**src/rtl/muldiv_unit.sv**
```systemverilog
// Iterative RV32M multiply/divide engine: shift-add multiply and restoring divide, one bit per cycle.
// Start/busy/done handshake; 34-cycle latency (2 for div-by-zero / signed overflow). Result held until next done.
module muldiv_unit #(
  parameter int XLEN = 32
) (
  input  logic            clk,
  input  logic            reset,
  input  logic            start,
  input  logic [2:0]      funct3,
  input  logic [XLEN-1:0] a,
  input  logic [XLEN-1:0] b,
  output logic            busy,
  output logic            done,
  output logic [XLEN-1:0] result
);

  localparam int W = XLEN;
  localparam logic [1:0] S_IDLE = 2'd0;
  localparam logic [1:0] S_PREP = 2'd1;
  localparam logic [1:0] S_RUN  = 2'd2;
  localparam logic [1:0] S_DONE = 2'd3;

  logic [1:0]     state_q, state_d;
  logic [4:0]     cnt_q, cnt_d;
  logic [2:0]     op_q, op_d;
  logic [W-1:0]   a_q, a_d, b_q, b_d;
  logic [W-1:0]   mc_q, mc_d;
  logic [2*W-1:0] acc_q, acc_d;
  logic           neg_a_q, neg_a_d, neg_b_q, neg_b_d;
  logic [W-1:0]   result_q, result_d;

  logic           is_div, sgn_a, sgn_b, a_neg, b_neg, b_zero, ovf;
  logic [W-1:0]   a_mag, b_mag;
  logic [W:0]     mul_sum;
  logic [2*W-1:0] mul_next, div_next, step, prod_s;
  logic [W-1:0]   div_diff, quo, rem, fin;
  logic           div_ge;

  always_comb begin
    is_div = op_q[2];
    sgn_a  = (op_q == 3'b001) || (op_q == 3'b010) || (op_q == 3'b100) || (op_q == 3'b110);
    sgn_b  = (op_q == 3'b001) || (op_q == 3'b100) || (op_q == 3'b110);
    a_neg  = sgn_a & a_q[W-1];
    b_neg  = sgn_b & b_q[W-1];
    a_mag  = a_neg ? (~a_q + 1'b1) : a_q;
    b_mag  = b_neg ? (~b_q + 1'b1) : b_q;
    b_zero = (b_q == '0);
    ovf    = ((op_q == 3'b100) || (op_q == 3'b110)) &&
             (a_q == {1'b1, {(W-1){1'b0}}}) && (b_q == {W{1'b1}});
  end

  // Multiply: acc = {partial product, remaining multiplier}, shifted right each step.
  always_comb begin
    mul_sum  = {1'b0, acc_q[2*W-1:W]} + (acc_q[0] ? {1'b0, mc_q} : {(W+1){1'b0}});
    mul_next = {mul_sum, acc_q[W-1:1]};
  end

  // Divide: acc = {remainder, dividend/quotient}; the shifted-out top bit joins the trial compare.
  always_comb begin
    div_ge   = (acc_q[2*W-1:W-1] >= {1'b0, mc_q});
    div_diff = acc_q[2*W-2:W-1] - mc_q;
    div_next = div_ge ? {div_diff, acc_q[W-2:0], 1'b1} : {acc_q[2*W-2:0], 1'b0};
  end

  always_comb begin
    step   = is_div ? div_next : mul_next;
    prod_s = (neg_a_q ^ neg_b_q) ? (~step + 1'b1) : step;
    quo    = step[W-1:0];
    rem    = step[2*W-1:W];
    case (op_q)
      3'b000:                 fin = prod_s[W-1:0];
      3'b001, 3'b010, 3'b011: fin = prod_s[2*W-1:W];
      3'b100, 3'b101:         fin = (neg_a_q ^ neg_b_q) ? (~quo + 1'b1) : quo;
      default:                fin = neg_a_q ? (~rem + 1'b1) : rem;
    endcase
  end

  always_comb begin
    state_d  = state_q;
    cnt_d    = cnt_q;
    op_d     = op_q;
    a_d      = a_q;
    b_d      = b_q;
    mc_d     = mc_q;
    acc_d    = acc_q;
    neg_a_d  = neg_a_q;
    neg_b_d  = neg_b_q;
    result_d = result_q;
    case (state_q)
      S_IDLE: begin
        if (start) begin
          a_d     = a;
          b_d     = b;
          op_d    = funct3;
          state_d = S_PREP;
        end
      end
      S_PREP: begin
        neg_a_d = a_neg;
        neg_b_d = b_neg;
        acc_d   = {{W{1'b0}}, a_mag};
        mc_d    = b_mag;
        cnt_d   = 5'd0;
        if (is_div && b_zero) begin
          result_d = op_q[1] ? a_q : {W{1'b1}};
          state_d  = S_DONE;
        end else if (ovf) begin
          result_d = op_q[1] ? {W{1'b0}} : {1'b1, {(W-1){1'b0}}};
          state_d  = S_DONE;
        end else begin
          state_d = S_RUN;
        end
      end
      S_RUN: begin
        acc_d = step;
        cnt_d = cnt_q + 5'd1;
        if (cnt_q == 5'd31) begin
          result_d = fin;
          state_d  = S_DONE;
        end
      end
      default: state_d = S_IDLE;
    endcase
  end

  always_ff @(posedge clk) begin
    if (reset) begin
      state_q  <= S_IDLE;
      cnt_q    <= '0;
      op_q     <= '0;
      a_q      <= '0;
      b_q      <= '0;
      mc_q     <= '0;
      acc_q    <= '0;
      neg_a_q  <= 1'b0;
      neg_b_q  <= 1'b0;
      result_q <= '0;
    end else begin
      state_q  <= state_d;
      cnt_q    <= cnt_d;
      op_q     <= op_d;
      a_q      <= a_d;
      b_q      <= b_d;
      mc_q     <= mc_d;
      acc_q    <= acc_d;
      neg_a_q  <= neg_a_d;
      neg_b_q  <= neg_b_d;
      result_q <= result_d;
    end
  end

  assign busy   = (state_q != S_IDLE);
  assign done   = (state_q == S_DONE);
  assign result = result_q;

endmodule

```
**config.mk**
```make
export PLATFORM = sky130hd
export DESIGN_NAME = muldiv_unit
export DESIGN_NICKNAME = d
export VERILOG_FILES = /design/src/rtl/muldiv_unit.sv
export SDC_FILE = /design/constraint.sdc
export NUM_CORES = 1
export LEC_CHECK = 0
export ABC_AREA = 1
export CAP_MARGIN = 20
export CORE_MARGIN = 10
export CORE_UTILIZATION = 40
export DETAILED_ROUTE_END_ITERATION = 8
export MAX_ROUTING_LAYER = met4
export PLACE_DENSITY = 0.6
export SLEW_MARGIN = 10
export SYNTH_ARGS = -nofsm -noshare
export SYNTH_HDL_FRONTEND = slang
export SYNTH_SLANG_ARGS = --single-unit
```
**constraint.sdc**
```tcl
create_clock -name clk -period 4.85 [get_ports clk]
set_input_delay 0.7275 -clock clk [delete_from_list [all_inputs] [get_ports clk]]
set_output_delay 0.7275 -clock clk [all_outputs]
set_load 0.1 [all_outputs]
```
### Word level (Yosys, flattened, before mapping)

Index checks and enable logic that the tools add are counted.

* equal/unequal tests: 15
* mux-type cells: 22
* add/sub/neg operators: 8
* reductions and logical operators: 19
* bitwise gates (word level): 8
* order comparisons: 1

Operator list (number)
* 2-to-1 mux 32 bit: 10
* 2-to-1 mux 64 bit: 3
* adder 32 x 1 -> 32 bit (second input constant): 4
* NOT 32 bit: 4
* one-hot mux 64 bit (2 select lines): 1
* one-hot mux 32 bit (3 select lines): 1
* adder 64 x 1 -> 64 bit (second input constant): 1
* equality test 32 bit (second input constant): 2
* NOT 64 bit: 1
* one-hot mux 32 bit (2 select lines): 1
* adder 32 x 32 -> 33 bit: 1
* greater-or-equal comparator 33 x 32 -> 1 bit: 1
* logical NOT 32 bit: 1
* subtractor 32 bit: 1
* one-hot mux 5 bit (2 select lines): 1
* equality test 3 bit (second input constant): 3
* equality test 3 x 2 -> 1 bit (second input constant): 2
* logical OR 1 bit: 6
* one-hot mux 2 bit (3 select lines): 1
* adder 5 x 1 -> 5 bit (second input constant): 1
* equality test 5 bit (second input constant): 1
* equality test 2 bit (second input constant): 2
* 2-to-1 mux 2 bit: 2
* != test 2 bit (second input constant): 2
* 14 further kinds: 20

* bits in registers: 204
* logic and storage cells: 83
* output and inout bits: 34
* bits of input ports: 70

### Longest topological paths before layout

* depth in word-level cells: 9
* depth in mapped cells: 33
* depth with buffers taken out: 31

### Least setup slack after synthesis

OpenSTA, ideal clock, no wires.

* kind: register -> register
* start point: register mc_q[15]
* end point: register result_q[22], in the netlist result[22]
* arrival time: 3.582 ns
* clock period less this slack: 3.650 ns
* setup time: 0.069 ns
* path slack: 1.200 ns
* path buffers: 0
* cell stages (with the launch flop): 28
* required time: 4.781 ns
* path through: dfxtp_1 -> inv_1 -> ha_1 -> nand2_1 -> inv_1 -> nand2_1 -> nand2_1 -> o21bai_2 -> inv_2 -> nand2_4 -> nand2_8 -> nand3_4 -> o21ai_2 -> ha_1 -> nor3b_2 -> nand2_1 -> nor2_1 -> nand3_1 -> nor2_2 -> nand4_1 -> nor2_1 -> nand3_2 -> o21ai_2 -> nand2_1 -> xor2_1 -> nand2_1 -> o211ai_2 -> a21oi_2

* longest elaborated chain between the ends: 9
* elaborated cells between the ends (all ways): 18
* those cells by class: add/sub (5); order compare (1); mux (9); bitwise (3)

Ends and longest elaborated chain
* from (decl): RTL line 27 `logic [W-1:0] mc_q, mc_d;`
* from (signal assigned): RTL line 144 `mc_q <= mc_d;`
* 2-to-1 mux 32 bit, or another cell as far along: RTL line 54 `mul_sum = {1'b0, acc_q[2*W-1:W]} + (acc_q[0] ? {1'b0, mc_q} : {(W+1){1'b0}});`
* adder 32 x 32 -> 33 bit / 2-to-1 mux 64 bit (equally long branches): RTL line 54, 62
* 2-to-1 mux 64 bit *: RTL line 66 `step = is_div ? div_next : mul_next;`
* NOT 64 bit, or another cell as far along: RTL line 67 `prod_s = (neg_a_q ^ neg_b_q) ? (~step + 1'b1) : step;`
* adder 64 x 1 -> 64 bit, or another cell as far along: RTL line 67
* 2-to-1 mux 64 bit, or another cell as far along: RTL line 67
* one-hot mux 32 bit (3 select lines) *: RTL line 70 `case (op_q)`
* 2-to-1 mux 32 bit *: RTL line 117 `if (cnt_q == 5'd31) begin`
* one-hot mux 32 bit (2 select lines) *: RTL line 89 `case (state_q)`
* to (signal assigned): RTL line 148 `result_q <= result_d;`
* to (decl): RTL line 30 `logic [W-1:0] result_q, result_d;`

Every way passes the cells marked *; elsewhere a longest branch is shown, timed or not. The select of a mux whose other input is x is not followed.
A chain may end at the register's enable or synchronous reset.

### Worst setup path in the final report

* start point: register mc_q[13]
* end point: register result_q[2], in the netlist result[2]

* longest elaborated chain between the ends: 9
* elaborated cells between the ends (all ways): 15
* those cells by class: add/sub (3); order compare (1); mux (8); bitwise (3)

Ends and longest elaborated chain
* greater-or-equal comparator 33 x 32 -> 1 bit *: RTL line 60 `div_ge = (acc_q[2*W-1:W-1] >= {1'b0, mc_q});`
* 2-to-1 mux 64 bit *: RTL line 62 `div_next = div_ge ? {div_diff, acc_q[W-2:0], 1'b1} : {acc_q[2*W-2:0], 1'b0};`
* 2-to-1 mux 64 bit *: RTL line 66
* NOT 64 bit, or another cell as far along: RTL line 67
* adder 64 x 1 -> 64 bit, or another cell as far along: RTL line 67
* 2-to-1 mux 64 bit, or another cell as far along: RTL line 67
* one-hot mux 32 bit (3 select lines) *: RTL line 70
* 2-to-1 mux 32 bit *: RTL line 117
* one-hot mux 32 bit (2 select lines) *: RTL line 89

Marks and branches as above.

==> summary.txt <==
Run
  • Max_cap viols: 0

Setup path
  • Critical path class: reg2reg
  • Setup crit end kind: register
  • Crit Path Max Fanout: 14
  • Critical path arrival: 5010 ps
  • Worst EP required: 5280 ps
  • Setup crit start kind: register

Yosys
  • EDFF count, synth: 0
  • Syn nets: 3427
  • Post-synthesis cell type count: 61
  • Register area share after synthesis: 21.5%
  • Syn avg cell area: 5.79 µm²
  • Main synth FF type: dfxtp_1
  • Synth Cell Area: 19000 µm²
  • Fraction of registers with async set/reset: 0%
  • Cell count after synthesis: 3280
  • Synth Warn #: 0
  • Synthesized flop and latch total: 204

GRT
  • Largest net degree at the start of global routing: 68
  • GRT Total Usage: 31.0%
  • Total grt overflow: 0
  • Initial antenna violation count: 1
  • Vias in the first global route: 20900
  • First-pass GRT wire length: 132000 µm

Finish
  • Share of cells above drive strength 1: 7.40%
  • Area Growth Syn to Fin: 14.0%
  • # fillers: 5118
  • Final #Nets: 3497
  • Commonest non-fill, non-tap cells in the layout: nand2_1, inv_1, nor2_1
  • Commonest non-fill, non-tap cell in the layout: nand2_1

Clocking
  • CTS Sinks: 204
  • Hold_buf cts: 0
  • Later-pin clock latency in the skew report: 590 ps
  • CTS H-tree depth: 1
  • Cts bufs inserted: 27
  • CTS clk-pin slew, worst paths: 60 ps
  • Root Driver: clkbuf_16
  • CTS max path bufs: 3
  • CTS tree: built

Power
  • P per Cell Area: 674 nW/µm²
  • Logic pwr share: 68.7%
  • Internal power: 6.00 mW
  • Clock network fraction of design power: 13.8%
  • Sw frac: 58.9%
  • Peak supply drop: 0.431 mV
  • Leakage: 10.3 nW
  • Total Power: 14.6 mW
  • Flop pwr share: 17.5%
  • Sw Pwr: 8.59 mW

Drt
  • 1st-pass router iterations: 6
  • WL/cell: 22.3 µm
  • Detail Route Antenna Nets: 0
  • Vias post-DR: 22400
  • Initial drt markers: 2630
  • Routed vias/inst: 5.64
  • DRC: 0
  • Drt total wl: 88600 µm

STA
  • Fmax: 0.218 GHz
  • Clock period minus worst slack: 4590 ps
  • Fin crit share: 94.6%
  • Endpoints failing setup: 0
  • Clock Skew: 19.7 ps
  • Pins Over Slew Limit: 0
  • Fin Hold WS: 490 ps
  • Final setup margin: 263 ps
  • Setup TNS: 0 ps
  • Max-Slew Margin vs Limit: 31.6%
  • Final Hold Viols: 0
  • Worst Tran Pin Value: 1020 ps

Floorplan
  • Row cnt: 79
  • Core area: 46800 µm²
  • Die area: 56600 µm²
  • Die height: 238 µm
  • Initial Util: 40.6%
  • Die width: 238 µm
  • IO Count: 104

Placement
  • IO buf count: 103
  • RD Place Congestion: 1.03
  • DP Wirelength: 71400 µm
  • Pre-CTS WS: -17.7 ps

Status
  • Run status: completed

Min path
  • Worst Hold Class: reg2reg
Yosys cell counts, drive strengths merged, types with 20 or more instances:
cell type	n	area share, %
a21oi	292	7.8
a22oi	31	1.2
buf	43	1.4
clkbuf	89	1.8
dfxtp	204	22
ha	75	4.9
inv	451	8.9
nand2	943	19
nand3	229	6.4
nand4	45	1.5
nor2	341	7.6
nor3	39	1.1
o21ai	283	7.7
xnor2	20	0.92
xor2	62	2.9
critical path, cell delays in order (launching register included):
cell,delay (ps)
dfxtp_1,520
inv_1,80
ha_1,370
nand2_1,190
nor2_2,80
nand2_1,90
inv_1,70
nand3_2,100
nand2_2,90
nor2_8,270
nand3_4,120
o21ai_2,100
ha_1,210
nor3b_4,220
nand2_1,90
nor2_1,110
nand3_1,120
nor2_2,130
nand4_1,240
nor2_4,260
buf_4,140
nor2_1,40
xor2_1,180
o22ai_1,80
o21ai_0,290
buf_4,170
a31oi_1,60
metrics by stage:
stage | utilization (%) | instances | cell area (µm²)
after CTS | 46.1 | 3965 | 21500
after global placement | 44.3 | 3920 | 20700
after global routing | 46.3 | 3974 | 21700
after floorplan | - | 3280 | 19000
final | 46.3 | 3974 | 21700
after detailed placement | 44.3 | 3920 | 20700
routing by layer:
layer / track usage [%] / vias up / routed length, µm
met2: 46.8 / 1085 / 38100
met5: - / - / 0
met3: 5.65 / 151 / 8240
li1: - / 10800 / -
met4: 9.67 / 0 / 3110
met1: 41.3 / 10400 / 39100
area by class of cell:
| class | count | area [µm²] | share of cell area (%) |
|---|---|---|---|
| Inverter | 453 | 1700 | 7.85 |
| Timing Repair Buffer | 172 | 1580 | 7.30 |
| Antenna cell | 1 | 2.50 | 0.0116 |
| Clock inverter | 6 | 78.8 | 0.364 |
| Sequential cell | 204 | 4090 | 18.9 |
| Tap cell | 607 | 759 | 3.51 |
| Clock buffer | 39 | 771 | 3.56 |
| Multi-Input combinational cell | 2492 | 12700 | 58.5 |
power groups by stage:
stage | sequential (mW) | combinational, mW | clock [mW]
after floorplan | 3.13 | 5.99 | 0
after global placement | 2.55 | 9.69 | 0
after detailed placement | 2.56 | 9.66 | 0
after CTS | 2.53 | 9.71 | 2.04
after global routing | 2.60 | 10.8 | 2.10
final | 2.55 | 10.0 | 2.01
flip-flops by register name, summed over array words and instances, names as in the netlist:
register  count
b_q          32
acc_q        64
state_q       2
result       32
mc_q         32
cnt_q         5
neg_a_q       1
op_q          3
a_q          32
neg_b_q       1
what timing repair did:
item,CTS,global route
cloned,0,1
setup endpoints to repair,1,10
pin swaps,0,3
buffers inserted,0,7
gates resized for setup,1,9
path summary, 6_finish.rpt:
path              depth (start not counted)      from         to  slack [ps]
setup / recovery                         26  mc_q[13]  result[2]         260
hold reg to reg                           2  cnt_q[4]   cnt_q[4]         490
setup reg to reg                         26  mc_q[13]  result[2]         260
hold / removal                            2  cnt_q[4]   cnt_q[4]         490
cell families after synthesis:
| family | count (synthesis) | synth area share, % |
|---|---|---|
| AOI/OAI and AO/OA | 677 | 19.5 |
| xor gates and xnor gates | 82 | 3.78 |
| adders and majority gates | 77 | 5.15 |
| buffers and inverters | 585 | 12.1 |
| DFF | 204 | 21.5 |
| muxes | 1 | 0.0527 |
| and+or+nand+nor | 1654 | 37.8 |
No activity file was read; power rests on OpenSTA's default activity.
